$ cat src/rtl/mem_pkg.sv
// Shared memory-subsystem types and constants: FSM states, operation
// encoding, the data-segment base address and a counter sizing helper.
package mem_pkg;

  typedef enum logic [1:0] {
    IDLE = 2'd0,
    LOW  = 2'd1,
    HIGH = 2'd2,
    DONE = 2'd3
  } state_t;

  localparam int DATA_BASE = 1024;

  localparam logic OP_RD = 1'b0;
  localparam logic OP_WR = 1'b1;

  // Bits needed to hold a wait count; never narrower than one bit.
  function automatic int cnt_width(input int wait_cycles);
    if (wait_cycles < 1) begin
      return 1;
    end else begin
      return $clog2(wait_cycles + 1);
    end
  endfunction

endpackage

$ cat src/rtl/wait_counter.sv
// Load/decrement wait-state counter; done is high while the count is zero.
module wait_counter #(
  parameter int W = 1
) (
  input  logic         clk,
  input  logic         rst,
  input  logic         load,
  input  logic         dec,
  input  logic [W-1:0] load_val,
  output logic [W-1:0] count,
  output logic         done
);

  logic [W-1:0] count_r;

  // Count register: load has priority, decrement saturates at zero.
  always_ff @(posedge clk or negedge rst) begin
    if (!rst) begin
      count_r <= '0;
    end else if (load) begin
      count_r <= load_val;
    end else if (dec && (count_r != '0)) begin
      count_r <= count_r - W'(1);
    end else begin
      count_r <= count_r;
    end
  end

  assign count = count_r;
  assign done  = (count_r == '0);

endmodule

$ cat src/rtl/sram_controller.sv
// Splits one 32-bit load/store into two 16-bit asynchronous SRAM accesses,
// holding ready low (pipeline freeze) until the second half completes.
module sram_controller #(
  parameter int WAIT_CYCLES = 1,
  parameter int SRAM_ADDR_W = 18,
  parameter int DATA_BASE   = mem_pkg::DATA_BASE
) (
  input  logic                   clk,
  input  logic                   rst,
  input  logic                   rd_en,
  input  logic                   wr_en,
  input  logic [31:0]            address,
  input  logic [31:0]            write_data,
  output logic [31:0]            read_data,
  output logic                   ready,
  output logic [SRAM_ADDR_W-1:0] sram_addr,
  output logic [15:0]            sram_dq_o,
  input  logic [15:0]            sram_dq_i,
  output logic                   sram_dq_oe,
  output logic                   sram_we_n,
  output logic                   sram_oe_n
);

  import mem_pkg::*;

  localparam int IDX_W = SRAM_ADDR_W - 1;
  localparam int CNT_W = cnt_width(WAIT_CYCLES);

  state_t             state_r;
  state_t             state_s;
  logic               op_r;
  logic [31:0]        read_data_r;
  logic [31:0]        offset_s;
  logic [IDX_W-1:0]   idx_s;
  logic               req_s;
  logic               cnt_load_s;
  logic               cnt_dec_s;
  logic               cnt_done_s;
  logic [CNT_W-1:0]   cnt_s;
  logic               unused_s;

  // Word index relative to the data segment; out-of-range addresses wrap.
  assign offset_s = address - 32'(DATA_BASE);
  assign idx_s    = offset_s[IDX_W+1:2];
  assign req_s    = rd_en | wr_en;
  assign unused_s = ^{offset_s[31:IDX_W+2], offset_s[1:0], cnt_s};

  wait_counter #(
    .W (CNT_W)
  ) u_wait_counter (
    .clk      (clk),
    .rst      (rst),
    .load     (cnt_load_s),
    .dec      (cnt_dec_s),
    .load_val (CNT_W'(WAIT_CYCLES)),
    .count    (cnt_s),
    .done     (cnt_done_s)
  );

  // FSM state register.
  always_ff @(posedge clk or negedge rst) begin
    if (!rst) begin
      state_r <= IDLE;
    end else begin
      state_r <= state_s;
    end
  end

  // Operation latch: taken only when a request is accepted in IDLE; store wins.
  always_ff @(posedge clk or negedge rst) begin
    if (!rst) begin
      op_r <= OP_RD;
    end else if ((state_r == IDLE) && req_s) begin
      op_r <= wr_en ? OP_WR : OP_RD;
    end else begin
      op_r <= op_r;
    end
  end

  // Load data capture on the last cycle of each half-word access.
  always_ff @(posedge clk or negedge rst) begin
    if (!rst) begin
      read_data_r <= 32'h0000_0000;
    end else if ((op_r == OP_RD) && cnt_done_s && (state_r == LOW)) begin
      read_data_r[15:0] <= sram_dq_i;
    end else if ((op_r == OP_RD) && cnt_done_s && (state_r == HIGH)) begin
      read_data_r[31:16] <= sram_dq_i;
    end else begin
      read_data_r <= read_data_r;
    end
  end

  assign read_data = read_data_r;

  // Next-state and wait-counter control.
  always_comb begin
    state_s    = state_r;
    cnt_load_s = 1'b0;
    cnt_dec_s  = 1'b0;
    case (state_r)
      IDLE: begin
        if (req_s) begin
          state_s    = LOW;
          cnt_load_s = 1'b1;
        end else begin
          state_s = IDLE;
        end
      end
      LOW: begin
        if (cnt_done_s) begin
          state_s    = HIGH;
          cnt_load_s = 1'b1;
        end else begin
          cnt_dec_s = 1'b1;
        end
      end
      HIGH: begin
        if (cnt_done_s) begin
          state_s = DONE;
        end else begin
          cnt_dec_s = 1'b1;
        end
      end
      DONE: begin
        state_s = IDLE;
      end
      default: begin
        state_s = IDLE;
      end
    endcase
  end

  // Ready and SRAM pin decode from the current state; idle pins are quiet.
  always_comb begin
    ready      = 1'b0;
    sram_addr  = '0;
    sram_dq_o  = 16'h0000;
    sram_dq_oe = 1'b0;
    sram_we_n  = 1'b1;
    sram_oe_n  = 1'b1;
    case (state_r)
      IDLE: begin
        ready = ~req_s;
      end
      LOW, HIGH: begin
        ready     = 1'b0;
        sram_addr = {idx_s, (state_r == HIGH)};
        if (op_r == OP_WR) begin
          sram_we_n  = 1'b0;
          sram_dq_oe = 1'b1;
          sram_dq_o  = (state_r == HIGH) ? write_data[31:16] : write_data[15:0];
        end else begin
          sram_oe_n = 1'b0;
        end
      end
      DONE: begin
        ready = 1'b1;
      end
      default: begin
        ready = 1'b0;
      end
    endcase
  end

endmodule

$ cat config.mk
export PLATFORM = sky130hd
export DESIGN_NAME = sram_controller
export DESIGN_NICKNAME = d
export VERILOG_FILES = /design/src/rtl/mem_pkg.sv /design/src/rtl/wait_counter.sv /design/src/rtl/sram_controller.sv
export SDC_FILE = /design/constraint.sdc
export NUM_CORES = 1
export LEC_CHECK = 0
export ABC_CLOCK_PERIOD_IN_PS = 2500
export CORE_MARGIN = 5
export CORE_UTILIZATION = 33
export CTS_CLUSTER_DIAMETER = 120
export DETAILED_ROUTE_END_ITERATION = 8
export GPL_TIMING_DRIVEN = 0
export PLACE_DENSITY = 0.88
export REMOVE_ABC_BUFFERS = 1
export SYNTH_ARGS = -nofsm -noshare
export SYNTH_HDL_FRONTEND = slang
export SYNTH_HIERARCHICAL = 1
export SYNTH_SLANG_ARGS = --single-unit
$ cat constraint.sdc
create_clock -name clk -period 2.5 [get_ports clk]
set_input_delay 0.5 -clock clk [delete_from_list [all_inputs] [get_ports clk]]
set_output_delay 0.5 -clock clk [all_outputs]
set_load 0.005 [all_outputs]
==> flow_metrics.env <==
export IMPL_status="complete, no violations"
export IMPL_p_comb_share_pct=65.3
export IMPL_clockBufferDepth=2
export IMPL_final_cell_mix="clkdlybuf4s50_1, dfrtp_1, mux2_2, nor2_1, mux2i_1"
export IMPL_rsz0062_at_grt="false"
export IMPL_drt_iter0_drc=25
export IMPL_end_kind="output pin"
export IMPL_drt_first_pass_iters=4
export IMPL_cts_made_buffers=5
export IMPL_yosysSeqAreaShare_pct=45.92
export IMPL_skew_ps=5.039
export IMPL_p_seq_share_pct=25.2
export IMPL_routed_via_density=4.661
export IMPL_place_gp_congestion=0.7942
export IMPL_grt_pass1_vias=2002
export IMPL_final_hold_viol_count=0
export IMPL_diodes=0
export IMPL_p_switching_mw=1.360
export IMPL_drc=0
export IMPL_clk_latency_ps=280
export IMPL_io_buffers=138
export IMPL_ff2ff_path_depth=6
export IMPL_num_rows=28
export IMPL_fin_crit_sh_pct=97.91
export IMPL_cp_num_buf_inv=2
export IMPL_power_frac_clock_pct=9.5
export IMPL_avgSynthCellArea_um2=11.41
export IMPL_initial_core_util_pct=33.53
export IMPL_syn_to_final_growth_pct=83.04
export IMPL_dp_hpwl_um=4588
export IMPL_dp_slack_ps=-697.7
export IMPL_slew_headroom_pct=46.53
export IMPL_crit_cells=5
export IMPL_instances_no_fill=392
export IMPL_hold_path_class="in2async"
export IMPL_cp_slowest_cell="or4_4"
export IMPL_cp_data_required_time_ps=2000
export IMPL_io_pins=154
export IMPL_whs_ps=292.1
export IMPL_grt_pass1_wl_um=9335
export IMPL_synthesis_area_mm2=0.001962
export IMPL_crit_chain="clkdlybuf4s15_2, or4_4, or4_4, a21boi_2, buf_2"
export IMPL_antenna_found_initial=0
export IMPL_die_w_um=87.11
export IMPL_power_mw=4.208
export IMPL_die_area_mm2=0.007587
export IMPL_max_vdd_ir_drop_mv=0.6606
export IMPL_setup_viol=0
export IMPL_start_kind="input port"
export IMPL_cts_tree="done"
export IMPL_crit_family="simple AND/OR/NAND/NOR gates"
export IMPL_internal_power_mw=2.848
export IMPL_fin_ws_ps=52.28
export IMPL_finalWorstPathRequiredPeriod_ps=2448
export IMPL_crit_arrival_ps=1950
export IMPL_placed_cell_area_mm2=0.003392
export IMPL_drt_wl_total_um=5883
export IMPL_synth_cells=172
export IMPL_core_area_mm2=0.005851
export IMPL_cts_sinks=36
export IMPL_vias=1827
export IMPL_grt_ovfl_total=0
export IMPL_final_common_cell="clkdlybuf4s50_1"
export IMPL_synth_seq_cells=36
export IMPL_p_sw_share_pct=32.33
export IMPL_htreeDepth=2
export IMPL_static_leakage_power_nw=1.474
export IMPL_grt_max_degree=37
export IMPL_drv_slew=0
export IMPL_ant_nets=0
export IMPL_path_common_cell="or4_4"
export IMPL_crit_type="in2out"
export IMPL_die_height_um=87.11
export IMPL_synth_distinct_cells=30
export IMPL_dp_cells=377
export IMPL_drv_cap=0
export IMPL_max_stage_delay_ps=490
export IMPL_tightest_slew_ps=799.4
export IMPL_layout_drive_gt1_share_pct=23.03
export IMPL_fmax_ghz=0.4085
export IMPL_clkTransAtPathRegs_ps=70
export IMPL_wl_per_cell_um=15.01
export IMPL_design_area_mm2=0.003591
export IMPL_nNetsFinal=405
export IMPL_cts_root_buf="clkbuf_8"
export IMPL_ys_warn_count=6
export IMPL_cp_max_fo=4
export IMPL_powerDensity_mw_per_mm2=1172
export IMPL_grt_usage_pct=15.84
## metal layers
metal	track usage, %	vias to the layer above	wire length, um
met1	16.75	862	2174
met5	0	-	0
li1	-	880	-
met3	3.690	12	405
met2	29.12	73	3150
met4	7.950	0	152
## worst paths after layout
path	slack (ps)	end	from
worst max-delay path	50	sram_addr[17]	address[16]
worst min-delay path	290	read_data[23]	rst
worst max register to register	390	read_data[24]	state_r[0]
worst min register to register	510	read_data[22]	read_data[22]
max in group asynchronous	1720	u_wait_counter/count	rst
min in group clk	510	read_data[22]	read_data[22]
## final cells by class
class                   instances  area [um^2]
fillers                       483         2260
repair buffers                145         1414
multi-input cells             122         1072
flip-flops and latches         36        900.9
well taps                      75        93.84
clock buffers                   5        68.82
inverters                       6        22.52
clock inverters                 3        18.77
## flip-flops by register name (all words and copies together), names as in the netlist
signal	count
op_r	1
read_data	32
state_r	2
u_wait_counter/count	1
## synthesized netlist by cell type
cell | count | share of area [%]
a21boi_0 | 4 | 1.5
a21boi_1 | 1 | 0.38
a22o_1 | 1 | 0.45
and2_1 | 9 | 2.9
buf_2 | 2 | 0.51
buf_4 | 2 | 0.77
clkbuf_1 | 4 | 0.77
conb_1 | 1 | 0.19
dfrtp_1 | 36 | 46
ha_1 | 5 | 3.2
inv_1 | 5 | 0.96
inv_2 | 1 | 0.19
mux2_2 | 34 | 20
mux2i_1 | 17 | 8.7
nand2_1 | 8 | 1.5
nand2b_1 | 4 | 1.3
nor2_1 | 18 | 3.4
nor2b_1 | 3 | 0.96
nor3_2 | 1 | 0.51
o21ai_0 | 3 | 0.77
o21ba_2 | 1 | 0.51
o221ai_1 | 1 | 0.45
o31ai_1 | 2 | 0.77
o31ai_2 | 1 | 0.64
or2_2 | 1 | 0.32
or3_1 | 2 | 0.64
or4_1 | 2 | 0.77
or4_4 | 1 | 0.57
or4b_2 | 1 | 0.51
xnor2_1 | 1 | 0.45
## per-stage QoR
step | setup TNS [ps] | util, %
after global placement | -18840 | 58.06
after floorplan | -916.5 | -
after CTS | 0 | 61.10
after detailed placement | -20760 | 57.98
after global routing | 0 | 61.38
final | 0 | 61.38
## power by group through the flow
stage	combinational, mW	sequential, mW	clock [mW]
6_report	2.75	1.06	0.399
5_1_grt	2.97	1.11	0.437
4_1_cts	2.78	1.06	0.414
3_5_place_dp	2.57	1.07	0
3_3_place_gp	2.52	1.05	0
2_1_floorplan	1.04	1.07	0
## worst reg2reg max path, cell delays in order (launching register included)
cell and delay [ps]:
dfrtp_1 420, inv_2 120, ha_4 160, buf_12 130, nand2_1 100, nor3_4 620
mux2_2 440
## kinds of logic (layout without fill, tap and decap cells)
family                     Yosys count  in the layout  share of synthesized area (%)
muxes                               51             51                          28.19
and+or+nand+nor                     50             50                          13.39
DFF                                 36             36                          45.92
AOI/OAI and AO/OA                   14             14                          5.485
buffers and inverters               14            159                          3.188
adders and majority gates            5              5                          3.189
other                                1              1                         0.1911
xor gates and xnor gates             1              1                         0.4465
## timing repair
action | CTS | global route
pin swaps | 9 | 4
buffers inserted | 6 | 1
endpoints found under the setup margin | 53 | 17
hold buffers | 0 | 0
resized for setup | 47 | 4
No activity file was read; power rests on OpenSTA's default activity.
